<file path="config.mk">
export PLATFORM = sky130hd
export DESIGN_NAME = reset_sequencer_flat
export DESIGN_NICKNAME = d
export VERILOG_FILES = /design/src/rtl/reset_sequencer_pkg.sv /design/src/rtl/reset_sequencer_if.sv /design/src/rtl/reset_sequencer_rs_timer.sv /design/src/rtl/reset_sequencer.sv /design/src/flat_wrapper.sv
export SDC_FILE = /design/constraint.sdc
export NUM_CORES = 1
export LEC_CHECK = 0
export ABC_AREA = 1
export BUFFER_PORTS_ARGS = -buffer_cell sky130_fd_sc_hd__buf_2
export CAP_MARGIN = 0
export CORE_ASPECT_RATIO = 0.75
export CORE_MARGIN = 5
export CORE_UTILIZATION = 52
export CTS_CLUSTER_DIAMETER = 60
export DETAILED_ROUTE_END_ITERATION = 16
export PLACE_DENSITY_LB_ADDON = 0.05
export SYNTH_ARGS = -nofsm -noshare
export SYNTH_HDL_FRONTEND = slang
export SYNTH_SLANG_ARGS = --single-unit
</file>
<file path="constraint.sdc">
create_clock -name clock -period 1.7 [get_ports clock]
set_input_delay 0.085 -clock clock [delete_from_list [all_inputs] [get_ports clock]]
set_output_delay 0.085 -clock clock [all_outputs]
set_load 0.02 [all_outputs]
</file>
<file path="src/rtl/reset_sequencer_pkg.sv">
// -----------------------------------------------------------------------------
// reset_seq_pkg
// Shared definitions for the reset sequencer:
//   - seq_state_e : sequencer FSM states
//   - MAX_STAGES  : upper bound on the number of sequenced domains
//   - IDX_W       : width of a stage index (wide enough for MAX_STAGES)
//   - clog2/max_int : constant helpers used to size the shared timer
// -----------------------------------------------------------------------------
package reset_seq_pkg;

   localparam int MAX_STAGES = 8;
   localparam int IDX_W      = 3;

   typedef enum logic [1:0] {
      S_HOLD  = 2'd0,
      S_WAIT  = 2'd1,
      S_RUN   = 2'd2,
      S_FAULT = 2'd3
   } seq_state_e;

   // Smallest r with 2**r >= value.
   function automatic int clog2(input int value);
      int r;
      r = 0;
      while ((1 << r) < value) begin
         r = r + 1;
      end
      return r;
   endfunction

   function automatic int max_int(input int a, input int b);
      return (a > b) ? a : b;
   endfunction

endpackage

</file>
<file path="src/rtl/reset_sequencer_if.sv">
// -----------------------------------------------------------------------------
// reset_sequencer_if
// Groups the per-domain reset/acknowledge lines and the status outputs of the
// reset sequencer.
//   softResetReq : request to re-run the sequence (into the sequencer)
//   stageReady   : per-domain "out of reset and operational" (into sequencer)
//   domainReset  : per-domain active-high reset (out of sequencer)
//   sysReady     : all domains released and ready
//   busy         : sequence in progress
//   fault        : sticky error flag
//   faultStage   : index of the stage that caused the fault
// master = the sequencer, slave = the domains / system side.
// -----------------------------------------------------------------------------
interface reset_sequencer_if #(
   parameter int NUM_STAGES = 4
);
   logic                  softResetReq;
   logic [NUM_STAGES-1:0] stageReady;
   logic [NUM_STAGES-1:0] domainReset;
   logic                  sysReady;
   logic                  busy;
   logic                  fault;
   logic [2:0]            faultStage;

   modport master (
      input  softResetReq,
      input  stageReady,
      output domainReset,
      output sysReady,
      output busy,
      output fault,
      output faultStage
   );

   modport slave (
      output softResetReq,
      output stageReady,
      input  domainReset,
      input  sysReady,
      input  busy,
      input  fault,
      input  faultStage
   );
endinterface

</file>
<file path="src/rtl/reset_sequencer_rs_timer.sv">
// -----------------------------------------------------------------------------
// rs_timer
// Up-counter shared by the hold and the ready-timeout checks.
//   clock, reset : system clock, synchronous active-high reset
//   clr          : synchronous clear (wins over en)
//   en           : count enable
//   limit        : runtime terminal count
//   match        : count == limit
// The counter stops at limit, so it can never wrap even if the controller
// keeps enabling it.
// -----------------------------------------------------------------------------
module rs_timer #(
   parameter int W = 8
) (
   input  logic         clock,
   input  logic         reset,
   input  logic         clr,
   input  logic         en,
   input  logic [W-1:0] limit,
   output logic         match
);

   logic [W-1:0] count_q;
   logic [W-1:0] count_d;

   assign match = (count_q == limit);

   always_comb begin
      count_d = count_q;
      if (clr) begin
         count_d = '0;
      end else if (en && !match) begin
         count_d = count_q + W'(1);
      end
   end

   always_ff @(posedge clock) begin
      if (reset) begin
         count_q <= '0;
      end else begin
         count_q <= count_d;
      end
   end

endmodule

</file>
<file path="src/rtl/reset_sequencer.sv">
// -----------------------------------------------------------------------------
// reset_sequencer
// Takes the system reset and releases NUM_STAGES downstream domain resets one
// at a time: all domains are held for HOLD_CYCLES, then stage 0 is released,
// and each further stage is released only after the previous one reports
// ready. A stage that does not come up within TIMEOUT_CYCLES, or a ready line
// that drops once the system is running, puts every domain back in reset and
// raises a sticky fault until reset or softResetReq.
//   clock, reset : system clock, synchronous active-high reset
//   bus (master) : softResetReq/stageReady in; domainReset, sysReady, busy,
//                  fault, faultStage out (all registered)
// -----------------------------------------------------------------------------
module reset_sequencer
   import reset_seq_pkg::*;
#(
   parameter int NUM_STAGES     = 4,
   parameter int HOLD_CYCLES    = 3,
   parameter int TIMEOUT_CYCLES = 255
) (
   input  logic              clock,
   input  logic              reset,
   reset_sequencer_if.master bus
);

   localparam int CNT_W = clog2(max_int(HOLD_CYCLES, TIMEOUT_CYCLES) + 1);
   localparam logic [CNT_W-1:0] HOLD_LIM = CNT_W'(HOLD_CYCLES - 1);
   localparam logic [CNT_W-1:0] TMO_LIM  = CNT_W'(TIMEOUT_CYCLES - 1);
   localparam logic [IDX_W-1:0] LAST_IDX = IDX_W'(NUM_STAGES - 1);

   seq_state_e            state_q, state_d;
   logic [IDX_W-1:0]      stage_q, stage_d;
   logic [NUM_STAGES-1:0] domain_reset_q, domain_reset_d;
   logic                  sys_ready_q, sys_ready_d;
   logic                  busy_q, busy_d;
   logic                  fault_q, fault_d;
   logic [IDX_W-1:0]      fault_stage_q, fault_stage_d;

   logic                  tmr_clr;
   logic                  tmr_en;
   logic                  tmr_match;
   logic [CNT_W-1:0]      tmr_limit;

   logic [NUM_STAGES-1:0] cur_sel;     // ready bit of the current stage only
   logic [NUM_STAGES-1:0] next_rel;    // one-hot of the stage released next
   logic                  cur_ready;
   logic [IDX_W-1:0]      low_zero;    // lowest-index stage not ready

   // Decode the current stage index against each domain so that readiness
   // of stages other than the current one never reaches the FSM.
   for (genvar gi = 0; gi < NUM_STAGES; gi++) begin : g_stage
      assign cur_sel[gi]  = (stage_q == IDX_W'(gi)) & bus.stageReady[gi];
      assign next_rel[gi] = ((stage_q + IDX_W'(1)) == IDX_W'(gi));
   end

   assign cur_ready = |cur_sel;

   always_comb begin
      low_zero = '0;
      for (int i = NUM_STAGES - 1; i >= 0; i--) begin
         if (!bus.stageReady[i]) begin
            low_zero = IDX_W'(i);
         end
      end
   end

   rs_timer #(
      .W (CNT_W)
   ) u_timer (
      .clock (clock),
      .reset (reset),
      .clr   (tmr_clr),
      .en    (tmr_en),
      .limit (tmr_limit),
      .match (tmr_match)
   );

   always_comb begin
      state_d        = state_q;
      stage_d        = stage_q;
      domain_reset_d = domain_reset_q;
      sys_ready_d    = sys_ready_q;
      busy_d         = busy_q;
      fault_d        = fault_q;
      fault_stage_d  = fault_stage_q;
      tmr_clr        = 1'b0;
      tmr_en         = 1'b0;
      tmr_limit      = (state_q == S_HOLD) ? HOLD_LIM : TMO_LIM;

      if (bus.softResetReq) begin
         state_d        = S_HOLD;
         stage_d        = '0;
         domain_reset_d = '1;
         sys_ready_d    = 1'b0;
         busy_d         = 1'b1;
         fault_d        = 1'b0;
         fault_stage_d  = '0;
         tmr_clr        = 1'b1;
      end else begin
         case (state_q)
            S_HOLD: begin
               if (tmr_match) begin
                  domain_reset_d[0] = 1'b0;
                  state_d           = S_WAIT;
                  tmr_clr           = 1'b1;
               end else begin
                  tmr_en = 1'b1;
               end
            end
            S_WAIT: begin
               // Ready is tested before the timeout so a late ack still wins.
               if (cur_ready) begin
                  if (stage_q == LAST_IDX) begin
                     state_d     = S_RUN;
                     sys_ready_d = 1'b1;
                     busy_d      = 1'b0;
                  end else begin
                     stage_d        = stage_q + IDX_W'(1);
                     domain_reset_d = domain_reset_q & ~next_rel;
                  end
                  tmr_clr = 1'b1;
               end else if (tmr_match) begin
                  state_d        = S_FAULT;
                  fault_d        = 1'b1;
                  fault_stage_d  = stage_q;
                  domain_reset_d = '1;
                  busy_d         = 1'b0;
                  tmr_clr        = 1'b1;
               end else begin
                  tmr_en = 1'b1;
               end
            end
            S_RUN: begin
               if (!(&bus.stageReady)) begin
                  state_d        = S_FAULT;
                  fault_d        = 1'b1;
                  fault_stage_d  = low_zero;
                  sys_ready_d    = 1'b0;
                  domain_reset_d = '1;
                  tmr_clr        = 1'b1;
               end
            end
            S_FAULT: begin
               // Terminal until reset or softResetReq.
            end
            default: begin
               state_d = S_FAULT;
            end
         endcase
      end
   end

   always_ff @(posedge clock) begin
      if (reset) begin
         state_q        <= S_HOLD;
         stage_q        <= '0;
         domain_reset_q <= '1;
         sys_ready_q    <= 1'b0;
         busy_q         <= 1'b1;
         fault_q        <= 1'b0;
         fault_stage_q  <= '0;
      end else begin
         state_q        <= state_d;
         stage_q        <= stage_d;
         domain_reset_q <= domain_reset_d;
         sys_ready_q    <= sys_ready_d;
         busy_q         <= busy_d;
         fault_q        <= fault_d;
         fault_stage_q  <= fault_stage_d;
      end
   end

   assign bus.domainReset = domain_reset_q;
   assign bus.sysReady    = sys_ready_q;
   assign bus.busy        = busy_q;
   assign bus.fault       = fault_q;
   assign bus.faultStage  = fault_stage_q;

endmodule

</file>
<file path="src/flat_wrapper.sv">
// flat-port wrapper written by rule: the top's interface ports become plain ports
module reset_sequencer_flat import reset_seq_pkg::*;
#(
   parameter int NUM_STAGES     = 4,
   parameter int HOLD_CYCLES    = 3,
   parameter int TIMEOUT_CYCLES = 255
)
  (clock, reset, bus_softResetReq, bus_stageReady, bus_domainReset, bus_sysReady, bus_busy, bus_fault, bus_faultStage);
  reset_sequencer_if #(.NUM_STAGES(NUM_STAGES)) bus_i ();
  input  logic clock;
  input  logic reset;
  input wire logic [$bits(bus_i.softResetReq)-1:0] bus_softResetReq;
  input wire logic [$bits(bus_i.stageReady)-1:0] bus_stageReady;
  output wire logic [$bits(bus_i.domainReset)-1:0] bus_domainReset;
  output wire logic [$bits(bus_i.sysReady)-1:0] bus_sysReady;
  output wire logic [$bits(bus_i.busy)-1:0] bus_busy;
  output wire logic [$bits(bus_i.fault)-1:0] bus_fault;
  output wire logic [$bits(bus_i.faultStage)-1:0] bus_faultStage;
  assign bus_i.softResetReq = bus_softResetReq;
  assign bus_i.stageReady = bus_stageReady;
  assign bus_domainReset = bus_i.domainReset;
  assign bus_sysReady = bus_i.sysReady;
  assign bus_busy = bus_i.busy;
  assign bus_fault = bus_i.fault;
  assign bus_faultStage = bus_i.faultStage;
  reset_sequencer #(.NUM_STAGES(NUM_STAGES), .HOLD_CYCLES(HOLD_CYCLES), .TIMEOUT_CYCLES(TIMEOUT_CYCLES)) u_core (.clock(clock), .reset(reset), .bus(bus_i));
endmodule
</file>
### After elaboration in Yosys (flattened, before gate mapping)

Index checks and enable logic that the tools add are counted.

* memories: 0
* memory bits (read-only): 0
* bits in latches: 0
* register bits after elaboration: 23
* memory bits (writable): 0
* logic and storage cells: 97
* input bits: 7
* output and inout port bits: 10

* mux-type cells: 41
* add/subtract/negate cells: 2
* order comparisons: 0
* eq/ne operators: 19
* bitwise operators: 7
* shifts and indexed selects: 0
* div/mod/pow operators: 0
* multiply operators: 0
* reductions and logical operators: 19

Operators with widths (count)
* two-way mux 2 bit: 9
* two-way mux 1 bit: 16
* two-way mux 4 bit: 4
* AND reduction 4 bit: 4
* == test 3 x 2 -> 1 bit (second input constant): 4
* one-hot mux 3 bit (2 select lines): 2
* != test 2 bit (second input constant): 5
* AND reduction 5 bit: 2
* two-way mux 3 bit: 3
* adder 8 x 1 -> 8 bit (second input constant): 1
* == test 8 bit: 1
* two-way mux 8 bit: 1
* == test 3 x 1 -> 1 bit (second input constant): 2
* logical NOT 3 bit: 2
* != test 3 bit (second input constant): 2
* one-hot mux 1 bit (2 select lines): 3
* one-hot mux 1 bit (3 select lines): 2
* one-hot mux 2 bit (3 select lines): 1
* AND reduction 3 bit: 2
* bitwise AND 1 bit: 4
* bitwise AND 4 bit: 1
* != test 2 x 1 -> 1 bit (second input constant): 2
* NOT 4 bit: 1
* nonzero test 2 bit: 2
* 11 further kinds: 12

### Logic depth before layout (Yosys ltp)

Gate-level depths: netlist of the first run.

* depth after elaboration: 8
* depth in mapped cells: 13
* depth with buffers taken out: 12

### Hierarchy

Synthesis of the first run repeated with hierarchy kept, for this count alone.

* cells, all modules: 231
* area, all modules: 1594.0 um2

Modules (own cells, without submodules)
* reset_sequencer: area an instance 1027.2 um2, times used 1, cells each 138, sequential area each 300.3 um2
* rs_timer: area an instance 566.8 um2, times used 1, cells each 93, sequential area each 160.2 um2

### Least setup slack after synthesis of the first run

OpenSTA, ideal clock, no wires.

* path type: reg-to-reg
* start point: register u_core.stage_q[0]
* end point: register u_core.domain_reset_q[1] (netlist: u_core.bus.domainReset[1])
* setup time: 0.133 ns
* clock period less this slack: 1.614 ns
* slack: 0.086 ns
* path buffers: 0
* data required time: 1.567 ns
* data arrival time: 1.481 ns
* stages on the path, launching flop included: 11
* cell sequence: dfxtp_1 ha_1 ha_1 nand2_1 nand3_2 nor2_1 nand2_1 nand3b_1 inv_1 nand2_1 nand3_1

* word-level cells in the longest chain between the ends: 7
* elaborated cells between the ends (all ways): 19
* those cells by class: add/sub: 1; eq/ne: 6; mux: 3; bitwise: 6; reduce/logical: 3

RTL lines
* from (decl): RTL line reset_sequencer.sv:31 `logic [IDX_W-1:0] stage_q, stage_d;`
* from (signal assigned): RTL line reset_sequencer.sv:163 `stage_q <= stage_d;`
* adder 3 x 1 -> 3 bit: RTL line reset_sequencer.sv:52 `assign next_rel[gi] = ((stage_q + IDX_W'(1)) == IDX_W'(gi));`
* == test 3 x 1 -> 1 bit: RTL line reset_sequencer.sv:52
* NOT 4 bit: RTL line reset_sequencer.sv:118 `domain_reset_d = domain_reset_q & ~next_rel;`
* bitwise AND 4 bit: RTL line reset_sequencer.sv:118
* two-way mux 4 bit: RTL line reset_sequencer.sv:112 `if (stage_q == LAST_IDX) begin`
* two-way mux 4 bit: RTL line reset_sequencer.sv:111 `if (cur_ready) begin`
* one-hot mux 3 bit (2 select lines): RTL line reset_sequencer.sv:99 `case (state_q)`
* to (signal assigned): RTL line reset_sequencer.sv:164 `domain_reset_q <= domain_reset_d;`
* to (decl): RTL line reset_sequencer.sv:32 `logic [NUM_STAGES-1:0] domain_reset_q, domain_reset_d;`

Several ways; a longest one is shown, not always the timed one. The select of a mux whose other input is x is not followed.
A chain may end at the register's enable or synchronous reset.

### Worst setup path after layout of the first run

* start point: register u_core.stage_q[1]
* end point: register u_core.u_timer.count_q[4]

* word-level cells in the longest chain between the ends: 7
* elaborated cells between the ends (all ways): 17
* those cells by class: eq/ne: 3; mux: 6; bitwise: 4; reduce/logical: 4

RTL lines
* == test 3 x 1 -> 1 bit, or another cell as far along: RTL line reset_sequencer.sv:51 `assign cur_sel[gi] = (stage_q == IDX_W'(gi)) & bus.stageReady[gi];`
* bitwise AND 1 bit: RTL line reset_sequencer.sv:51
* OR reduction 4 bit *: RTL line reset_sequencer.sv:55 `assign cur_ready = |cur_sel;`
* two-way mux 1 bit: RTL line reset_sequencer.sv:111
* one-hot mux 1 bit (3 select lines) / one-hot mux 1 bit (2 select lines) (equally long branches): RTL line reset_sequencer.sv:99
* two-way mux 1 bit: RTL line reset_sequencer.sv:89 `if (bus.softResetReq) begin`
* OR reduction 2 bit (no line) / logical AND 1 bit (equally long branches)
* to (signal assigned): RTL line reset_sequencer_rs_timer.sv:41 `count_q <= count_d;`
* to (decl): RTL line reset_sequencer_rs_timer.sv:23 `logic [W-1:0] count_q;`

Every way passes the cells marked *; elsewhere a longest branch is shown, timed or not.

==> metrics.md, run 1 <==
| Metric | Value |
|---|---|
| Max Buffers Root-to-Sink | `2` |
| Post-Route Skew | `0.00644 ns` |
| Share of synthesized flip-flops with an asynchronous set or reset | `0%` |
| XOR/XNOR share of the synthesized area | `approximately 3.6%` |
| Number of endpoints with negative hold slack in the final report | `0` |
| Share of total power in sequential cells | `54.7%` |
| Layer with the highest usage | `met2` |
| Gp weighted congestion | `0.871` |
| Post-cts hold buffer count | `0` |
| Number of enable-type register cells in the synthesized netlist | `0` |
| Total of warnings raised by yosys | `0` |
| Count of H-tree levels built during CTS | `1` |
| Number of global-route vias before repair | `roughly 1.4k` |
| Max-cap violations | `0` |
| Antenna Nets Post-Route | `0` |
| TritonCTS clock tree | `yes` |
| Total congestion overflow after global routing | `0` |
| Multiplexer share of the synthesized area | `0%` |
| Run status | `finished with violations` |
| Fraction of the mapped netlist area in compound gates | `10.6%` |
| Worst setup path category | `reg -> reg` |
| Area leader, netlist | `dfxtp_1` |
| FP Rows | `16` |
| Part of the total power dissipated in the clock network | `35.2%` |
| DRT Wirelength | `4210 um` |
| Switching power of the nets | `0.000243 W` |
| Count of final max-slew check failures | `0` |
| HPWL after detailed placement | `2810 um` |
| Relative slew slack | `around three fifths` |
| Floorplan die width | `between 70 and 80 um` |
| Met2 track demand over resource in global routing | `30.8%` |
| Synthesized net count | `240` |
| Root buf cell | `clkbuf_8` |
| Endpoint arrival time on the critical path | `1.93 ns` |
| Later-pin clock latency in the skew report | `0.27 ns` |
| Final Util | `75.1%` |
| Post-synthesis cell count | `between 200 and 250` |
| Smallest setup slack after layout | `-0.0173 ns` |
| Mean cell area of the mapped netlist | `6.65 um2` |
| Peak ir drop on the vdd network | `between 0.4 and 0.5 mV` |
| Capture instance of the worst register-to-register path | `u_core.u_timer.count_q[4]` |
| CTS Sinks | `23` |
| Net Sw Frac | `24.6%` |
| Proportion of power drawn by combinational gates | `10.0%` |
| Most frequently used flop master after synthesis | `dfxtp_1` |
| Startpoint of the most critical setup path | `u_core.stage_q[1]` |
| Crit share post-route | `101%` |
| Setup slack of the worst register-to-register path | `-0.02 ns` |
| Nets | `281` |
| Capture point of the worst path | `u_core.u_timer.count_q[4]` |
| Antenna Cells | `0` |
| Cells taking the most area after synthesis | `dfxtp_1, nand2_1, ha_1, inv_1, nor2_1` |
| Starting Density | `55.2%` |
| Proportion of layout cells with a drive suffix above 1 | `32.2%` |
| Synth-to-layout area growth | `36.1%` |
| Total number of vias | `1579` |
| Finished Cell Area | `~2000 um2` |
| Setup violation total in the final timing report | `1` |
| Commonest cells in the synthesized netlist | `nand2_1, inv_1, nor2_1` |
| Height of the die | `56.0 um` |
| Number of antenna violations at the first check in global routing | `0` |
| Met3 track demand over resource in global routing | `3.79%` |
| Internal power contribution | `0.000743 W` |
| Startpoint Class | `flop` |
| Die Footprint | `4000 um2` |
| Maximum number of pins on one net before global-route repair | `13` |
| Share of synthesized area occupied by flip-flops and latches | `a little under a third` |
| Remaining routing DRC violations | `0` |
| Post-synth cell types | `25` |
| Number of buffers created by CTS | `3` |
| Met1 track demand over resource | `27.7%` |
| Simple-gate share of the synthesized area | `34.4%` |
| Type of the worst min-delay path | `in -> reg` |
| I/O pin total | `17` |
| Routed via count divided by cell count | `5.32` |
| Largest driver fanout on the critical path | `8` |
| Leak | `approximately 0.88 nW` |
| Endpoint class of the critical path | `flop` |
| Post-layout power | `slightly below 0.001 W` |
| Setup repair after global routing missed its margin | `yes` |
| Max frequency | `between 500 and 600 MHz` |
| Minimum period implied by the final worst setup slack | `1.72 ns` |
| Placed instance area | `about 1700 um2` |
| Synthesized-area fraction occupied by adder cells | `10.2%` |
| First-pass GRT wire length | `6330 um` |
| Worst R2R Path Depth | `11` |
| Slew at the pin with the worst max-slew slack | `0.579 ns` |
| Filler Cells Inserted | `190` |
| Clock transition time at the flip-flop clock pins of the worst setup and hold paths | `0.08 ns` |
| First-pass iteration count of the detailed router | `4` |
| Area of the core | `2660 um2` |
| Post-synthesis register bit count | `23` |
| Most repeated cell in the gate-level netlist after synthesis | `nand2_1` |
| GRT Overall Usage | `20.2%` |
| Area share of the largest cell type after synthesis | `31.3%` |
| Routed len/inst | `14.2 um` |
| Combinational family with the most area after synthesis | `simple AND/OR/NAND/NOR gates` |
| Total standard cell area after synthesis | `1470 um2` |
| Port Buffers | `16` |
| PD cells | `493 nW/um2` |
| Failing checks | `negative setup slack` |
| Required time of the critical path | `1.91 ns` |
| Launch instance of the worst register-to-register path | `u_core.stage_q[1]` |
| Detailed Route Iter0 Violations | `138` |
-- cell families after synthesis --
family,after synthesis
adder cells (fa/ha/maj),12
flip-flops,23
XOR/XNOR,6
buffers and inverters,36
AO/OA/AOI/OAI,29
AND/OR/NAND/NOR,115
-- power groups by stage --
stage                     Clock [W]  Sequential (W)  Combinational (W)
final                      0.000347        0.000540          0.0000988
after CTS                  0.000355        0.000543          0.0000809
after floorplan                   0        0.000557          0.0000443
after global placement            0        0.000555          0.0000749
after detailed placement          0        0.000556          0.0000761
after global routing       0.000379        0.000540           0.000107
-- cell usage in the layout, fill, tap and decap left out, types with 3 or more instances in the layout --
cell type	instances
nand3_4	3
dfxtp_1	19
ha_1	5
o21ai_0	5
nand3_1	15
nor2_1	24
o21ai_1	6
nand2_1	49
clkbuf_8	3
a21oi_1	10
inv_1	26
ha_4	6
nand2_2	7
buf_4	19
nand4_1	4
buf_2	16
o21ai_2	5
buf_6	3
inv_2	5
nand2_4	3
xnor2_1	4
-- worst max-delay path, cell delays in order, from the launching register on --
cell and delay, ns:
dfxtp_4 0.40, inv_6 0.06, ha_4 0.16, nand2_2 0.06
nand2_2 0.06, nand2_2 0.09, nand4_1 0.15, nand2_2 0.18
nand3_4 0.17, o21ai_2 0.19, inv_1 0.05, nor2_1 0.10
-- worst min-delay path by stage --
stage | cells after the start | end | startpoint
after global routing | 4 | u_core.bus.sysReady | reset
after floorplan | 3 | u_core.bus.fault | reset
after global placement | 2 | u_core.bus.fault | u_core.bus.fault
final | 4 | u_core.bus.sysReady | reset
after CTS | 4 | u_core.bus.sysReady | reset
after detailed placement | 2 | u_core.bus.fault | u_core.bus.fault
-- metal layers --
layer  wire length (um)  vias to the layer above
li1                   -                      788
met1               1850                      721
met2               1940                       61
met3                325                        9
met4                 89                        0
met5                  0                        -
-- sequential cells by signal, indices dropped and copies added, names as in the netlist --
register,count
u_core.bus.busy,1
u_core.state_q,2
u_core.bus.sysReady,1
u_core.u_timer.count_q,8
u_core.bus.fault,1
u_core.bus.faultStage,3
u_core.stage_q,3
u_core.bus.domainReset,4
-- per-stage QoR --
stage,cells,worst slack [ns],setup TNS [ns],hold WS [ns]
after global placement,287,-0.0293,-0.152,0.436
after floorplan,221,0.0862,0,0.320
after detailed placement,287,-0.0695,-0.570,0.445
final,297,-0.0173,-0.0173,0.186
after global routing,297,-0.114,-0.706,0.196
after CTS,292,0.0201,0,0.175
-- layout make-up --
class / instances / area (um2) / area share (%)
multi-input cells: 163 / 1050 / 52.6
flip-flops and latches: 23 / 470 / 23.5
repair buffers: 38 / 256 / 12.8
inverters: 33 / 131 / 6.57
clock buffers: 4 / 45.0 / 2.25
well taps: 36 / 45.0 / 2.25
-- repair_timing --
action	in CTS	in global routing
setup endpoints to repair	16	20
pin swaps	2	21
gates cloned	1	0
gates resized for setup	14	50
setup buffers	0	5
Note: power is estimated with default switching activity, not from simulation.
==> run 2, diff against run 1 <==
Settings changed: SYNTH_HIERARCHICAL from default to 1, TNS_END_PERCENT from default to 1.
==> run 2 against run 1 <==
  * Via count grew 3.5%
  * Global-route usage fell by 1.0 points
  * Sequential power is 4.1% higher
  * Highest routed layer unchanged
  * Die area increased by 7.1%
  * Maximum frequency is 14% lower
  * Hold slack better by 0.032 ns
  * Total power is 42% higher
  * Setup slack lost 0.29 ns
  * Largest power group unchanged
  * Critical path type unchanged
  * Clock skew up 0.0014 ns
  * The run still ends with negative setup slack left
==> metrics.md, run 2 <==
| Metric | Value |
|---|---|
| Number of antenna violations at the first check in global routing | `0 (unchanged)` |
| Later-pin clock latency in the skew report | `0.27 ns (about the same)` |
| Total of warnings raised by yosys | `6 (+6)` |
| Root buf cell | `clkbuf_8` |
| Most repeated cell in the gate-level netlist after synthesis | `nand2_1` |
| Cells along the critical path | `inv_1 -> ha_1 -> nand2_1 -> nand2_1 -> a21oi_2 -> nand2_2 -> a211oi_4 -> inv_2 -> nor4_2 -> nand3_1 -> nand2_1 -> nor2_1` |
| Worst setup path category | `reg -> reg` |
| I/O pin total | `17 (unchanged)` |
| Clock transition time at the flip-flop clock pins of the worst setup and hold paths | `0.09 ns (about the same)` |
| HPWL after detailed placement | `2950 um (+5.0%)` |
| Remaining routing DRC violations | `0 (unchanged)` |
| Crit share post-route | `118% (+17 points)` |
| Critical path's most frequent cell | `nand2_1` |
| Cells taking the most area after synthesis | `dfxtp_1, nand2_1, ha_1, nand3_1, inv_1` |
| Minimum setup slack after placement | `-0.312 ns (-0.243 ns)` |
| Minimum period implied by the final worst setup slack | `2.01 ns (+0.288 ns)` |
| Run status | `finished with violations` |
| Area leader, netlist | `dfxtp_1` |
| Share of synthesized flip-flops with an asynchronous set or reset | `0% (unchanged)` |
| Share of synthesized area occupied by flip-flops and latches | `28.9% (-2.5 points)` |
| Most common library cell in the layout ignoring fill and taps | `nand2_1` |
| Nets | `313 (+11%)` |
| Die Footprint | `4280 um2 (+7.1%)` |
| Count of final max-slew check failures | `0 (unchanged)` |
| Synth-to-layout area growth | `39.2%` |
| Most frequently used flop master after synthesis | `dfxtp_1` |
| First-pass iteration count of the detailed router | `4 (unchanged)` |
| FP Rows | `17 (+1)` |
| GRT Overall Usage | `19.1% (-1.0 points)` |
| Endpoint class of the critical path | `flop` |
| Smallest hold slack | `0.218 ns (+0.0320 ns)` |
| Maximum number of pins on one net before global-route repair | `17 (+4)` |
| First-pass GRT wire length | `6500 um (+2.6%)` |
| Post-synthesis cell count | `231 (+4.5%)` |
| Port Buffers | `16 (unchanged)` |
| Commonest cells in the synthesized netlist | `nand2_1, inv_1, dfxtp_1, nand3_1, a21oi_1` |
| Failing checks | `negative setup slack` |
| Max-cap violations | `0 (unchanged)` |
| Buffers and inverters on the worst path | `2 (unchanged)` |
| Setup repair after global routing missed its margin | `yes` |
| Smallest setup slack after layout | `-0.305 ns (-0.288 ns)` |
| Largest register by flop count | `u_core/u_timer/count_q` |
| Cell class contributing the biggest share of worst-path delay | `simple AND/OR/NAND/NOR gates` |
| Max Buffers Root-to-Sink | `2 (unchanged)` |
| Antenna Nets Post-Route | `0 (unchanged)` |
| Critical Path Max Stage Delay | `0.37 ns (-0.03 ns)` |
| CTS Sinks | `23 (unchanged)` |
| Slowest-stage cell, CP | `dfxtp_4` |
| Number of buffers created by CTS | `3 (unchanged)` |
| Starting Density | `54.3% (-0.86 points)` |
| Peak ir drop on the vdd network | `0.640 mV (+35%)` |
| Leak | `0.964 nW (+9.9%)` |
| Area of the core | `2940 um2 (+10%)` |
| Largest register FFs | `8 (unchanged)` |
| Number of global-route vias before repair | `1457 (+5.3%)` |
| TritonCTS clock tree | `yes` |
| Post-cts hold buffer count | `0 (unchanged)` |
| Height of the die | `58.0 um (+3.4%)` |
| Required time of the critical path | `1.86 ns (-0.05 ns)` |
| Detailed Route Iter0 Violations | `103 (-25%)` |
| Leading cell types in the layout, fill and taps excluded | `nand2_1, buf_4, nand3_1` |
| Endpoint arrival time on the critical path | `2.17 ns (+0.24 ns)` |
| Setup violation total in the final timing report | `17 (+16)` |
| Mean cell area of the mapped netlist | `6.90 um2 (+3.8%)` |
| Number of endpoints with negative hold slack in the final report | `0 (unchanged)` |
| Routed len/inst | `11.7 um (-17%)` |
| Max frequency | `499 MHz (-14%)` |
| Count of H-tree levels built during CTS | `1 (unchanged)` |
| Post-synthesis register bit count | `23 (unchanged)` |
| Type of the worst min-delay path | `in -> reg` |
| Final Util | `75.6% (+0.48 points)` |
| Routed via count divided by cell count | `4.92 (-7.4%)` |
| Gp weighted congestion | `0.912 (+4.6%)` |
| Total Neg Setup Slack | `-3.00 ns (-2.98 ns)` |
| Total number of vias | `1635 (+3.5%)` |
| Area share of the largest cell type after synthesis | `28.9% (-2.5 points)` |
| Startpoint Class | `flop` |
| PD cells | `633 nW/um2 (+28%)` |
| Total congestion overflow after global routing | `0 (unchanged)` |
| Total standard cell area after synthesis | `1590 um2 (+8.5%)` |
| Post-Route Skew | `0.00783 ns (+0.00139 ns)` |
| Largest driver fanout on the critical path | `4 (-4)` |
| Number of enable-type register cells in the synthesized netlist | `0 (unchanged)` |
| Post-synth cell types | `33 (+32%)` |
| DRT Wirelength | `3890 um (-7.6%)` |
| Floorplan die width | `73.9 um (+3.6%)` |
| Antenna Cells | `0 (unchanged)` |
| Proportion of layout cells with a drive suffix above 1 | `40.5% (+8.3 points)` |
[run 2: worst paths after layout]
kind | startpoint | endpoint | slack [ns] | cells after the start
setup / recovery | u_core/stage_q[1] | u_core/u_timer/count_q[6] | -0.31 | 12
hold / removal | reset | u_core/u_timer/count_q[2] | 0.22 | 5
setup reg to reg | u_core/stage_q[1] | u_core/u_timer/count_q[6] | -0.31 | 12
hold reg to reg | u_core/bus.sysReady | u_core/bus.sysReady | 0.44 | 2
[run 2: cells by family after synthesis]
| kind of cell | count (synthesis) | synth area share (%) |
|---|---|---|
| AOI/OAI and AO/OA | 36 | 12.7 |
| xor gates and xnor gates | 3 | 1.65 |
| adders and majority gates | 11 | 8.63 |
| buffers and inverters | 33 | 8.48 |
| DFF | 23 | 28.9 |
| other | 2 | 0.471 |
| and+or+nand+nor | 123 | 39.2 |
[run 2: report_power, final]
group	leakage [nW]	internal, W	switching (W)	total, W
Clock	0.0217	0.000166	0.000186	0.000353
Combinational	0.754	0.000205	0.000285	0.000490
Sequential	0.188	0.000552	0.00000984	0.000562
[run 2: cell type report]
class                      count  area, um2
sequential                    23        470
multi-input combinational    177       1120
clock buffer                   3       41.3
tap                           38       47.5
clock inverter                 1       7.51
fill                         234        717
inverter                      31        129
timing repair inverter         1       6.26
timing repair buffer          58        395
[run 2: layer usage]
metal	global-route usage [%]	wire length [um]
met5	0	0
met3	4.33	169
met4	4.13	25
met2	28.0	1660
met1	28.3	2030
[run 2: per-stage QoR]
stage	cells	instance area, um2	total power (W)
after global placement	325	2070	0.00103
after CTS	329	2160	0.00140
final	332	2220	0.00140
after global routing	332	2220	0.00151
after detailed placement	325	2070	0.00104
after floorplan	233	1660	0.000899
[run 2: what timing repair did]
action	CTS	global route
pin swaps	6	4
setup endpoints to repair	18	21
setup buffers	0	2
gates resized for setup	9	12
gates cloned	0	1
hold endpoints to repair	0	0
[run 2: worst reg2reg max path, cell delays in order, from the launching register on]
cell	delay (ns)
dfxtp_4	0.37
inv_1	0.07
ha_1	0.19
nand2_1	0.07
nand2_1	0.10
a21oi_2	0.19
nand2_2	0.10
a211oi_4	0.28
inv_2	0.11
nor4_2	0.21
nand3_1	0.11
nand2_1	0.06
nor2_1	0.04
==> run 3, diff against run 2 <==
Settings changed: CORE_UTILIZATION 52 to 45.
==> run 3 against run 2 <==
  * The run still ends with negative setup slack left
  * Critical path depth rose by 1
  * Setup slack got worse by 0.033 ns
  * First-iteration DRC count rose by 14%
  * Hold slack got worse by 0.017 ns
  * Count of clock-buffer cells in the layout did not move
  * Cell area rose by 4.4%
  * Register-to-register slack got worse by 0.03 ns
  * Clock skew fell by 0.00063 ns
  * Sequential cell count did not move
  * Die area rose by 13%
  * Critical endpoint is now u_core/u_timer/count_q[5]
  * Highest routed layer unchanged
==> metrics.md, run 3 (same netlist as run 2, synthesis figures left out) <==
| Metric | Value |
|---|---|
| Height of the die | `61.5 um (+6.2%)` |
| First-pass iteration count of the detailed router | `4 (unchanged)` |
| Gp weighted congestion | `0.791 (-13%)` |
| Internal power contribution | `0.000932 W (+0.97%)` |
| Largest register by flop count | `u_core/u_timer/count_q` |
| Switching power of the nets | `0.000495 W (+2.7%)` |
| Maximum number of pins on one net before global-route repair | `17 (unchanged)` |
| Endpoint arrival time on the critical path | `2.20 ns (+0.03 ns)` |
| GRT Overall Usage | `17.6% (-1.6 points)` |
| Largest register FFs | `8 (unchanged)` |
| Number of buffers created by CTS | `3 (unchanged)` |
| Required time of the critical path | `1.87 ns (about the same)` |
| Remaining routing DRC violations | `0 (unchanged)` |
| CTS Sinks | `23 (unchanged)` |
| Hold depth | `5 (unchanged)` |
| Peak ir drop on the vdd network | `0.417 mV (-35%)` |
| Max frequency | `491 MHz (-1.6%)` |
| Detailed Route Iter0 Violations | `117 (+14%)` |
| Minimum period implied by the final worst setup slack | `2.04 ns (+0.0332 ns)` |
| First-pass GRT wire length | `6710 um (+3.2%)` |
| Later-pin clock latency in the skew report | `0.27 ns (about the same)` |
| Run status | `finished with violations` |
| Nets | `314 (+0.32%)` |
| Proportion of power drawn by combinational gates | `36.0% (+1.1 points)` |
| Share of total power in sequential cells | `39.4% (-0.6 points)` |
| Capture instance of the worst register-to-register path | `u_core/u_timer/count_q[5]` |
| Failing checks | `negative setup slack` |
| Placed instance area | `2060 um2 (-0.60%)` |
| Clock transition time at the flip-flop clock pins of the worst setup and hold paths | `0.09 ns (about the same)` |
| Die Footprint | `4850 um2 (+13%)` |
| Antenna Cells | `0 (unchanged)` |
| Floorplan die width | `78.7 um (+6.5%)` |
| Smallest setup slack after layout | `-0.339 ns (-0.0332 ns)` |
| I/O pin total | `17 (unchanged)` |
| Launch instance of the worst register-to-register path | `u_core/stage_q[0]` |
| Final Util | `69.0% (-6.6 points)` |
| Root buf cell | `clkbuf_8` |
| Endpoint class of the critical path | `flop` |
| DRT Wirelength | `4050 um (+4.2%)` |
| Setup violation total in the final timing report | `18 (+1)` |
| Filler Cells Inserted | `281 (+20%)` |
| Startpoint of the most critical setup path | `u_core/stage_q[0]` |
| TritonCTS clock tree | `yes` |
| Area taken by multi-input logic gates | `1200 um2 (+6.8%)` |
| Startpoint Class | `flop` |
| Proportion of layout cells with a drive suffix above 1 | `44.4% (+3.9 points)` |
| Worst setup path category | `reg -> reg` |
| Routed len/inst | `12.1 um (+3.3%)` |
| FP Rows | `18 (+1)` |
| Number of antenna violations at the first check in global routing | `0 (unchanged)` |
| Count of final max-slew check failures | `0 (unchanged)` |
| Most common library cell in the layout ignoring fill and taps | `nand2_1` |
| Setup repair after global routing missed its margin | `yes` |
| Finished Cell Area | `2320 um2 (+4.4%)` |
| Smallest hold slack | `0.201 ns (-0.0166 ns)` |
| Starting Density | `47.5% (-6.8 points)` |
| HP Start | `reset` |
| Count of H-tree levels built during CTS | `1 (unchanged)` |
| Total congestion overflow after global routing | `0 (unchanged)` |
| Antenna Nets Post-Route | `0 (unchanged)` |
| Routed via count divided by cell count | `4.92 (-0.11%)` |
| HPWL after detailed placement | `2970 um (+0.60%)` |
| FF+latch area | `470 um2 (unchanged)` |
| Net Sw Frac | `34.7% (+0.38 points)` |
| Port Buffers | `16 (unchanged)` |
| Worst R2R Path Depth | `13 (+1)` |
| Post-Route Skew | `0.00719 ns (-0.000634 ns)` |
| Leak | `0.995 nW (+3.2%)` |
| Crit share post-route | `120% (+2.0 points)` |
| Synth-to-layout area growth | `45.3%` |
| Max-cap violations | `0 (unchanged)` |
| Final Instance Count excl. Fillers | `335 (+0.90%)` |
| Area of the core | `3360 um2 (+14%)` |
| Number of global-route vias before repair | `1490 (+2.3%)` |
| Part of the total power dissipated in the clock network | `24.6% (-0.5 points)` |
| Total number of vias | `1648 (+0.80%)` |
| Number of endpoints with negative hold slack in the final report | `0 (unchanged)` |
| Largest driver fanout on the critical path | `4 (unchanged)` |
| Type of the worst min-delay path | `in -> reg` |
| Min-Delay Endpoint | `u_core/u_timer/count_q[5]` |
| PD cells | `616 nW/um2 (-2.7%)` |
| Max Buffers Root-to-Sink | `2 (unchanged)` |
| Post-layout power | `0.00143 W (+1.6%)` |
| Count of placed standard cells including taps | `325 (unchanged)` |
| Setup slack of the worst register-to-register path | `-0.34 ns (-0.03 ns)` |
| Leading cell types in the layout, fill and taps excluded | `nand2_1, buf_4, nand3_1` |
==> run 3: cell types whose count changed in the layout (fill, tap and decap cells not counted), sizes merged <==
| cell | previous run | this run |
|---|---|---|
| inv | 32 | 31 |
| buf | 58 | 60 |
==> run 3: worst max path at each step <==
stage                                end  slack [ns]  cells past startpoint
6_report       u_core/u_timer/count_q[5]       -0.34                     13
5_1_grt        u_core/u_timer/count_q[5]       -0.50                     13
2_1_floorplan  u_core/u_timer/count_q[5]       -0.31                     18
4_1_cts        u_core/u_timer/count_q[5]       -0.26                     13
3_5_place_dp   u_core/u_timer/count_q[7]       -0.34                     12
3_3_place_gp   u_core/u_timer/count_q[7]       -0.26                     12
==> run 3: routing by layer <==
| layer | up-vias | part of all wire (%) | track usage (%) |
|---|---|---|---|
| met4 | 0 | 0.42 | 2.24 |
| met5 | - | 0 | 0 |
| li1 | 879 | - | - |
| met3 | 2 | 4.7 | 4.09 |
| met2 | 36 | 41 | 27.6 |
| met1 | 731 | 54 | 25.3 |
==> run 3: power groups by stage <==
stage	sequential [W]	clock (W)	combinational, W
floorplan	0.000589	0	0.000310
global placement	0.000576	0	0.000456
detailed placement	0.000576	0	0.000460
CTS	0.000564	0.000363	0.000477
global route	0.000565	0.000393	0.000569
finish	0.000562	0.000351	0.000513
==> run 3: repair_timing <==
item	in CTS	in global routing
hold buffers	0	0
gates resized for setup	13	27
endpoints found under the setup margin	18	21
buffers inserted	0	6
pin swaps	7	12
cloned	0	0
==> run 3: area by class of cell <==
type                    instances  share of cell area (%)
clock buffers                   3                    1.78
clock inverters                 1                   0.324
inverters                      31                    5.67
multi-input cells             177                    51.7
flip-flops and latches         23                    20.3
well taps                      40                    2.16
repair buffers                 60                    18.0
==> run 3: critical path, stage by stage (launching register included) <==
cell	delay, ns
dfxtp_4	0.40
inv_4	0.05
ha_2	0.19
nand2_2	0.09
nand2_4	0.07
a21oi_4	0.17
nand2_2	0.10
a211oi_4	0.27
inv_2	0.12
nor2_4	0.12
and3_4	0.20
nand3_2	0.07
nand2_2	0.07
nor2_1	0.03
==> run 3: metrics by stage <==
step	TNS, ns	setup slack [ns]
after floorplan	-4.10	-0.312
after global placement	-3.65	-0.261
after detailed placement	-3.95	-0.343
after CTS	-2.78	-0.259
after global routing	-5.96	-0.498
final	-3.08	-0.339
